### config.mk
export PLATFORM = sky130hd
export DESIGN_NAME = fetch_unit_flat
export DESIGN_NICKNAME = d
export VERILOG_FILES = /design/src/rtl/fetch_unit_pkg.sv /design/src/rtl/fetch_unit_if.sv /design/src/rtl/fetch_unit_fifo.sv /design/src/rtl/fetch_unit.sv /design/src/flat_wrapper.sv
export SDC_FILE = /design/constraint.sdc
export NUM_CORES = 1
export LEC_CHECK = 0
export CORE_MARGIN = 5
export CORE_UTILIZATION = 53
export DETAILED_ROUTE_END_ITERATION = 8
export PLACE_DENSITY = 0.85
export SLEW_MARGIN = 40
export SYNTH_ARGS = -nofsm -noshare
export SYNTH_HDL_FRONTEND = slang
export SYNTH_SLANG_ARGS = --single-unit
### constraint.sdc
create_clock -name clk -period 3.2 [get_ports clk]
set_input_delay 0.48 -clock clk [delete_from_list [all_inputs] [get_ports clk]]
set_output_delay 0.48 -clock clk [all_outputs]
set_load 0.03 [all_outputs]
### src/rtl/fetch_unit_pkg.sv
// Shared constants and types for the instruction-fetch stage.
// The instruction-buffer entry layout is defined here so the top and the bench agree on it.
package fetch_unit_pkg;

    localparam int          EXCP_NUM_W       = 16;
    localparam int          ADEF_BIT         = 14;
    localparam logic [31:0] DEFAULT_RESET_PC = 32'h1c00_0000;
    localparam logic [1:0]  SRAM_SIZE_WORD   = 2'b10;

    localparam logic [EXCP_NUM_W-1:0] EXCP_ADEF = EXCP_NUM_W'(1) << ADEF_BIT;

    typedef struct packed {
        logic [31:0]           pc;
        logic [31:0]           inst;
        logic                  excp;
        logic [EXCP_NUM_W-1:0] excp_num;
    } ibuf_entry_t;

    localparam int IBUF_W = $bits(ibuf_entry_t);

endpackage

### src/rtl/fetch_unit_if.sv
// SRAM-like instruction bus between the fetch stage (master) and memory (slave).
interface fetch_unit_if;

    logic        req;
    logic        wr;
    logic [1:0]  size;
    logic [3:0]  wstrb;
    logic [31:0] wdata;
    logic [31:0] addr;
    logic        addr_ok;
    logic        data_ok;
    logic [31:0] rdata;

    modport master (
        output req, wr, size, wstrb, wdata, addr,
        input  addr_ok, data_ok, rdata
    );

    modport slave (
        input  req, wr, size, wstrb, wdata, addr,
        output addr_ok, data_ok, rdata
    );

endinterface

### src/rtl/fetch_unit_fifo.sv
// Generic synchronous FIFO (module ifetch_fifo). Head data reads straight from storage,
// so a pushed word is visible the cycle after the push. Clear drops all entries.
module ifetch_fifo #(
    parameter int  WIDTH = 32,
    parameter int  DEPTH = 4,
    localparam int CW    = $clog2(DEPTH + 1)
) (
    input  logic             clk,
    input  logic             reset,
    input  logic             clear_i,
    input  logic             push_i,
    input  logic             pop_i,
    input  logic [WIDTH-1:0] din_i,
    output logic [WIDTH-1:0] dout_o,
    output logic             full_o,
    output logic             empty_o,
    output logic [CW-1:0]    count_o
);

    localparam int PW = (DEPTH > 1) ? $clog2(DEPTH) : 1;

    logic [PW-1:0]    rd_ptr_q, rd_ptr_d;
    logic [PW-1:0]    wr_ptr_q, wr_ptr_d;
    logic [CW-1:0]    count_q, count_d;
    logic [WIDTH-1:0] mem_rd [DEPTH];
    logic             do_push, do_pop;

    function automatic logic [PW-1:0] next_ptr(input logic [PW-1:0] p);
        return (p == PW'(DEPTH - 1)) ? '0 : p + 1'b1;
    endfunction

    assign full_o  = (count_q == CW'(DEPTH));
    assign empty_o = (count_q == '0);
    assign count_o = count_q;
    assign dout_o  = mem_rd[rd_ptr_q];

    // A push into a full FIFO is accepted only when the head leaves in the same cycle.
    assign do_pop  = pop_i & ~clear_i & ~empty_o;
    assign do_push = push_i & ~clear_i & (~full_o | do_pop);

    always_comb begin
        rd_ptr_d = rd_ptr_q;
        wr_ptr_d = wr_ptr_q;
        count_d  = count_q;
        if (clear_i) begin
            rd_ptr_d = '0;
            wr_ptr_d = '0;
            count_d  = '0;
        end else begin
            if (do_push) wr_ptr_d = next_ptr(wr_ptr_q);
            if (do_pop)  rd_ptr_d = next_ptr(rd_ptr_q);
            count_d = count_q + CW'(do_push) - CW'(do_pop);
        end
    end

    always_ff @(posedge clk) begin
        if (reset) begin
            rd_ptr_q <= '0;
            wr_ptr_q <= '0;
            count_q  <= '0;
        end else begin
            rd_ptr_q <= rd_ptr_d;
            wr_ptr_q <= wr_ptr_d;
            count_q  <= count_d;
        end
    end

    for (genvar gi = 0; gi < DEPTH; gi++) begin : g_entry
        logic [WIDTH-1:0] entry_q;

        always_ff @(posedge clk) begin
            if (reset) begin
                entry_q <= '0;
            end else if (do_push && (wr_ptr_q == PW'(gi))) begin
                entry_q <= din_i;
            end
        end

        assign mem_rd[gi] = entry_q;
    end

endmodule

### src/rtl/fetch_unit.sv
// Instruction-fetch stage: pipelined SRAM-like requests tagged with their PC, a decoupling
// instruction buffer toward decode, and silent discard of responses stranded by a redirect.
module fetch_unit
    import fetch_unit_pkg::*;
#(
    parameter int          IBUF_DEPTH      = 4,
    parameter int          MAX_OUTSTANDING = 2,
    parameter logic [31:0] RESET_PC        = DEFAULT_RESET_PC
) (
    input  logic                  clk,
    input  logic                  reset,
    input  logic                  ds_allowin,
    output logic                  fs_to_ds_valid,
    output logic [31:0]           fs_to_ds_pc,
    output logic [31:0]           fs_to_ds_inst,
    output logic                  fs_to_ds_excp,
    output logic [EXCP_NUM_W-1:0] fs_to_ds_excp_num,
    input  logic                  excp_flush,
    input  logic                  ertn_flush,
    input  logic [31:0]           eentry,
    input  logic [31:0]           era,
    input  logic                  br_taken,
    input  logic [31:0]           br_target,
    fetch_unit_if.master          inst_sram
);

    localparam int OW  = $clog2(MAX_OUTSTANDING + 1);
    localparam int ICW = $clog2(IBUF_DEPTH + 1);

    logic [31:0]  fetch_pc_q, fetch_pc_d;
    logic [OW-1:0] cancel_q, cancel_d;
    logic          adef_halt_q, adef_halt_d;

    logic          redirect;
    logic [31:0]   redirect_pc;
    logic          credit_ok, fire, resp, keep, adef_push;

    // Outstanding count is exactly the tag-queue occupancy.
    logic [OW-1:0] outstanding;
    logic          tag_full, tag_empty;
    logic [31:0]   tag_pc;

    logic [ICW-1:0] ibuf_count;
    logic           ibuf_full, ibuf_empty, ibuf_push, ibuf_pop;
    ibuf_entry_t    ibuf_din, ibuf_head;

    assign redirect    = excp_flush | ertn_flush | br_taken;
    assign redirect_pc = excp_flush ? eentry : (ertn_flush ? era : br_target);

    // Every accepted request must have an ibuf slot reserved, so responses never overflow it.
    assign credit_ok = (32'(outstanding) + 32'(ibuf_count)) < 32'(IBUF_DEPTH);

    assign inst_sram.req   = !reset && !redirect && !adef_halt_q && (fetch_pc_q[1:0] == 2'b00)
                             && !tag_full && credit_ok;
    assign inst_sram.addr  = fetch_pc_q;
    assign inst_sram.wr    = 1'b0;
    assign inst_sram.size  = SRAM_SIZE_WORD;
    assign inst_sram.wstrb = 4'h0;
    assign inst_sram.wdata = 32'h0;

    assign fire = inst_sram.req & inst_sram.addr_ok;
    assign resp = inst_sram.data_ok;
    assign keep = resp && (cancel_q == '0) && !redirect;

    assign adef_push = !reset && !redirect && !adef_halt_q && (fetch_pc_q[1:0] != 2'b00)
                       && (outstanding == cancel_q) && !ibuf_full;

    assign ibuf_push = keep | adef_push;

    always_comb begin
        ibuf_din = '0;
        if (keep) begin
            ibuf_din.pc   = tag_pc;
            ibuf_din.inst = inst_sram.rdata;
        end else begin
            ibuf_din.pc       = fetch_pc_q;
            ibuf_din.excp     = 1'b1;
            ibuf_din.excp_num = EXCP_ADEF;
        end
    end

    always_comb begin
        fetch_pc_d  = fetch_pc_q;
        cancel_d    = cancel_q;
        adef_halt_d = adef_halt_q;
        if (redirect) begin
            fetch_pc_d  = redirect_pc;
            cancel_d    = outstanding - OW'(resp);
            adef_halt_d = 1'b0;
        end else begin
            if (fire) fetch_pc_d = fetch_pc_q + 32'd4;
            if (resp && (cancel_q != '0)) cancel_d = cancel_q - 1'b1;
            if (adef_push) adef_halt_d = 1'b1;
        end
    end

    always_ff @(posedge clk) begin
        if (reset) begin
            fetch_pc_q  <= RESET_PC;
            cancel_q    <= '0;
            adef_halt_q <= 1'b0;
        end else begin
            fetch_pc_q  <= fetch_pc_d;
            cancel_q    <= cancel_d;
            adef_halt_q <= adef_halt_d;
        end
    end

    // Tag queue survives a redirect: the stale responses still arrive and must pop their tags.
    ifetch_fifo #(.WIDTH(32), .DEPTH(MAX_OUTSTANDING)) u_tag_q (
        .clk     (clk),
        .reset   (reset),
        .clear_i (1'b0),
        .push_i  (fire),
        .pop_i   (resp & ~tag_empty),
        .din_i   (inst_sram.addr),
        .dout_o  (tag_pc),
        .full_o  (tag_full),
        .empty_o (tag_empty),
        .count_o (outstanding)
    );

    ifetch_fifo #(.WIDTH(IBUF_W), .DEPTH(IBUF_DEPTH)) u_ibuf (
        .clk     (clk),
        .reset   (reset),
        .clear_i (redirect),
        .push_i  (ibuf_push),
        .pop_i   (ibuf_pop),
        .din_i   (ibuf_din),
        .dout_o  (ibuf_head),
        .full_o  (ibuf_full),
        .empty_o (ibuf_empty),
        .count_o (ibuf_count)
    );

    assign fs_to_ds_valid    = !ibuf_empty && !redirect && !reset;
    assign ibuf_pop          = fs_to_ds_valid & ds_allowin;
    assign fs_to_ds_pc       = ibuf_head.pc;
    assign fs_to_ds_inst     = ibuf_head.inst;
    assign fs_to_ds_excp     = ibuf_head.excp;
    assign fs_to_ds_excp_num = ibuf_head.excp_num;

endmodule

### src/flat_wrapper.sv
// flat-port wrapper written by rule: the top's interface ports become plain ports
module fetch_unit_flat import fetch_unit_pkg::*;
#(
    parameter int          IBUF_DEPTH      = 4,
    parameter int          MAX_OUTSTANDING = 2,
    parameter logic [31:0] RESET_PC        = DEFAULT_RESET_PC
)
  (clk, reset, ds_allowin, fs_to_ds_valid, fs_to_ds_pc, fs_to_ds_inst, fs_to_ds_excp, fs_to_ds_excp_num, excp_flush, ertn_flush, eentry, era, br_taken, br_target, inst_sram_req, inst_sram_wr, inst_sram_size, inst_sram_wstrb, inst_sram_wdata, inst_sram_addr, inst_sram_addr_ok, inst_sram_data_ok, inst_sram_rdata);
  fetch_unit_if inst_sram_i ();
  input  logic clk;
  input  logic reset;
  input  logic ds_allowin;
  output logic fs_to_ds_valid;
  output logic [31:0] fs_to_ds_pc;
  output logic [31:0] fs_to_ds_inst;
  output logic fs_to_ds_excp;
  output logic [EXCP_NUM_W-1:0] fs_to_ds_excp_num;
  input  logic excp_flush;
  input  logic ertn_flush;
  input  logic [31:0] eentry;
  input  logic [31:0] era;
  input  logic br_taken;
  input  logic [31:0] br_target;
  output wire logic [$bits(inst_sram_i.req)-1:0] inst_sram_req;
  output wire logic [$bits(inst_sram_i.wr)-1:0] inst_sram_wr;
  output wire logic [$bits(inst_sram_i.size)-1:0] inst_sram_size;
  output wire logic [$bits(inst_sram_i.wstrb)-1:0] inst_sram_wstrb;
  output wire logic [$bits(inst_sram_i.wdata)-1:0] inst_sram_wdata;
  output wire logic [$bits(inst_sram_i.addr)-1:0] inst_sram_addr;
  input wire logic [$bits(inst_sram_i.addr_ok)-1:0] inst_sram_addr_ok;
  input wire logic [$bits(inst_sram_i.data_ok)-1:0] inst_sram_data_ok;
  input wire logic [$bits(inst_sram_i.rdata)-1:0] inst_sram_rdata;
  assign inst_sram_req = inst_sram_i.req;
  assign inst_sram_wr = inst_sram_i.wr;
  assign inst_sram_size = inst_sram_i.size;
  assign inst_sram_wstrb = inst_sram_i.wstrb;
  assign inst_sram_wdata = inst_sram_i.wdata;
  assign inst_sram_addr = inst_sram_i.addr;
  assign inst_sram_i.addr_ok = inst_sram_addr_ok;
  assign inst_sram_i.data_ok = inst_sram_data_ok;
  assign inst_sram_i.rdata = inst_sram_rdata;
  fetch_unit #(.IBUF_DEPTH(IBUF_DEPTH), .MAX_OUTSTANDING(MAX_OUTSTANDING), .RESET_PC(RESET_PC)) u_core (.clk(clk), .reset(reset), .ds_allowin(ds_allowin), .fs_to_ds_valid(fs_to_ds_valid), .fs_to_ds_pc(fs_to_ds_pc), .fs_to_ds_inst(fs_to_ds_inst), .fs_to_ds_excp(fs_to_ds_excp), .fs_to_ds_excp_num(fs_to_ds_excp_num), .excp_flush(excp_flush), .ertn_flush(ertn_flush), .eentry(eentry), .era(era), .br_taken(br_taken), .br_target(br_target), .inst_sram(inst_sram_i));
endmodule
==> impl_metrics.toml <==
[outcome]
status = "finished clean"

[power]
p_seq_share_pct = 45.8
leakagePower_nw = 7.07
p_total_mw = 10.6
intPower_mw = 7.91
clkPwrFrac_pct = 42.8
ir_drop_v = 0.000307
combinationalPowerShare_pct = 11.3
swShare_pct = 25.2
switching_power_mw = 2.67
power_density_mw_per_mm2 = 511

[clocking]
path_clk_slew_ns = 0.06
hold_buffers = 0
numClockSinks = 370
clock-root-buffer = "clkbuf_16"
cts_htree_levels = 2
cts_made_buffers = 39
insertion_delay_ns = 0.53
max-clock-path-buffers = 3
cts_tree = "done"

[cells_and_area]
regArea_mm2 = 0.00741
design_area_mm2 = 0.0207
post_route_cells_drive_above_1_share_pct = 10.5
area_growth_pct = 22.9
diodes = 0
fin_cells = 2446
fin_util_pct = 65.8
nets = 2169
fillers = 2431
multi_input_area_mm2 = 0.00837

[synth]
ys_seq_area_share_pct = 44.0
synthArstFlopShare_pct = 0
ys_types = 62
yosys.area.top_type = "dfxtp_1"
synth_top_area_share_pct = 44.0
synthFlopType = "dfxtp_1"
syn_avg_cell_area_um2 = 8.99
synth_edf_count = 0
synthCells = 1873
syn-cell-area_mm2 = 0.0168
yosysWarnings = 0
synthTopCellsByCount = "dfxtp_1 (370), nand2_1 (208), nor2_1 (172), o21ai_0 (149), nand3_1 (142)"
yosys.cell_count.top_type = "dfxtp_1"
synth_area_leaders = "dfxtp_1 (44%), mux4_2 (8.7%), a32oi_1 (6.7%)"
ys_ff_latch = 370

[critical_path]
path_buf_inv = 2
crit_type = "flip-flop to output pin"
cp_data_required_time_ns = 2.72
rr_worst_depth = 11
slowest_stage = "clkdlybuf4s50_1"
rr_startpoint = "u_core.u_tag_q.count_o[1]"
path_delay_family = "buffers and inverters"
crit_path_start_kind = "flip-flop"
endpoint_kind = "output pin"
cp.arrival_ns = 2.56
cp_slowest_stage_delay_ns = 0.62
rr_endpoint = "u_core.u_ibuf.count_o[2]"
worstPathMaxFanout = 24
rrSetupSlack_ns = 0.44
worstPathCellList = "buf_12 -> mux4_2 -> clkdlybuf4s50_1"

[sta]
hold_violations = 0
worstMarginPinSlew_ns = 0.819
slew_viol_final = 0
finClkSkew_ns = 0.0120
min_period_ns = 3.04
setup_tns_ns = 0
timing.final.crit_share_pct = 94.9
whs_ns = 0.445
setup_viol = 0
rsz0062_at_grt = "no"
relSlewSlack_pct = 44.9
fmax_ghz = 0.329
worst_slack_ns = 0.164

[hold_path]
holdPathEnd = "u_core.u_ibuf.wr_ptr_q[1]"
hp-class = "input pin to flip-flop"
min_from = "reset"
min_path_cells = 5

[floorplanning]
ios = 290
die_w_um = 188
core_mm2 = 0.0315
dieArea_mm2 = 0.0354
die_h_um = 188
start_util_pct = 53.5
rows = 65

[run]
drv_cap = 0

[global_routing]
antenna_found_initial = 0
track_usage_pct = 25.7
grt_pass1_vias = 14800
grt_pass1_wl_um = 76100
grt_max_degree = 170
gr-total-overflow = 0

[drt]
drtAntennaViolNets = 0
wl_per_cell_um = 19.7
first_pass_iters = 5
dr_total_vias = 15000
wl_um = 48200
drc = 0
vias_per_cell = 6.14
drt_first_iter_violations = 1319

[placement]
dpl.hpwl_um = 31100
routabilityCongestion = 0.848
dp_worst_setup_slack_ns = -0.0844
dp_cells = 2379
place.port_buffers = 235
place_area_mm2 = 0.0194
registers in the layout (all words and copies together) (netlist names):
signal and cells:
u_core.u_ibuf.wr_ptr_q 2, u_core.u_tag_q.g_entry.entry_q 64, u_core.adef_halt_q 1, u_core.u_ibuf.rd_ptr_q 2
u_core.u_tag_q.count_o 2, u_core.u_ibuf.count_o 3, u_core.cancel_q 2, u_core.u_tag_q.rd_ptr_q 1
u_core.inst_sram.addr 32, u_core.u_ibuf.g_entry.entry_q 260, u_core.u_tag_q.wr_ptr_q 1
worst max path at each step:
stage	endpoint	slack, ns	from	cells after the start
2_1_floorplan	u_core.u_ibuf.count_o[2]	0.06	reset	13
3_3_place_gp	u_core.u_ibuf.count_o[2]	-0.01	ertn_flush	12
3_5_place_dp	u_core.u_ibuf.count_o[2]	-0.08	ertn_flush	12
4_1_cts	fs_to_ds_inst[17]	0.12	u_core.u_ibuf.rd_ptr_q[0]	3
5_1_grt	fs_to_ds_inst[17]	0.07	u_core.u_ibuf.rd_ptr_q[0]	3
6_report	fs_to_ds_inst[17]	0.16	u_core.u_ibuf.rd_ptr_q[0]	3
cell type report:
class / instances / share of cell area [%]
Timing Repair Buffer: 297 / 14.8
Clock inverter: 14 / 0.786
Clock buffer: 52 / 5.44
Sequential cell: 370 / 35.8
Inverter: 18 / 0.339
Multi-Input combinational cell: 1293 / 40.4
Tap cell: 402 / 2.43
worst min-delay path: cells and delay by family:
kind,cells,cell delay [ns]
compound gates,1,0.08
simple gates,2,0.11
buf+inv,2,0.23
layout by cell type, fill, tap and decap left out, drive strengths merged, types with 4 or more instances in the layout:
cell type / count
xnor2: 8
conb: 54
xor2: 11
ha: 13
a32oi: 128
nand4: 13
mux4: 65
a211oi: 19
and3: 22
inv: 19
a31oi: 11
buf: 66
nand3: 142
nand2: 208
a21oi: 108
mux2i: 37
a32o: 4
o211ai: 34
a31o: 4
clkinv: 9
clkbuf: 52
nor4: 4
clkdlybuf4s50: 231
and2: 11
a21o: 4
dfxtp: 370
nor2: 172
o21ai: 159
nor3: 14
nand3b: 7
power groups by stage:
stage	Sequential (mW)	Combinational [mW]	Clock [mW]
6_report	4.85	1.20	4.53
5_1_grt	4.86	1.29	4.80
4_1_cts	4.84	1.20	4.57
3_5_place_dp	4.94	1.19	0
3_3_place_gp	4.94	1.17	0
2_1_floorplan	4.90	0.782	0
logic make-up (layout without fill, tap and decap cells):
group,count (synthesis),after routing,share of synthesized area [%]
AND/OR/NAND/NOR,611,611,16.2
AO/OA/AOI/OAI,492,492,19.2
flip-flops,370,370,44.0
buffers and inverters,262,381,7.51
multiplexers,103,103,11.0
XOR/XNOR,19,19,0.989
adder cells (fa/ha/maj),14,14,1.09
other,2,54,0.0446
what timing repair did:
| item | 4_1_cts | 5_1_grt |
|---|---|---|
| endpoints found under the hold margin | 0 | 0 |
| resized for setup | 0 | 0 |
| setup buffers | 1 | 0 |
| setup endpoints to repair | 40 | 0 |
metal layers:
layer  vias up  global-route usage, %  wire length (µm)
met5         -                      0                 0
met4         0                   8.19              1070
met3        75                   5.67              4190
met2       733                   42.9             23200
met1      7209                   33.4             19800
li1       7004                      -                 -
Note: power is estimated with default switching activity, not from simulation.
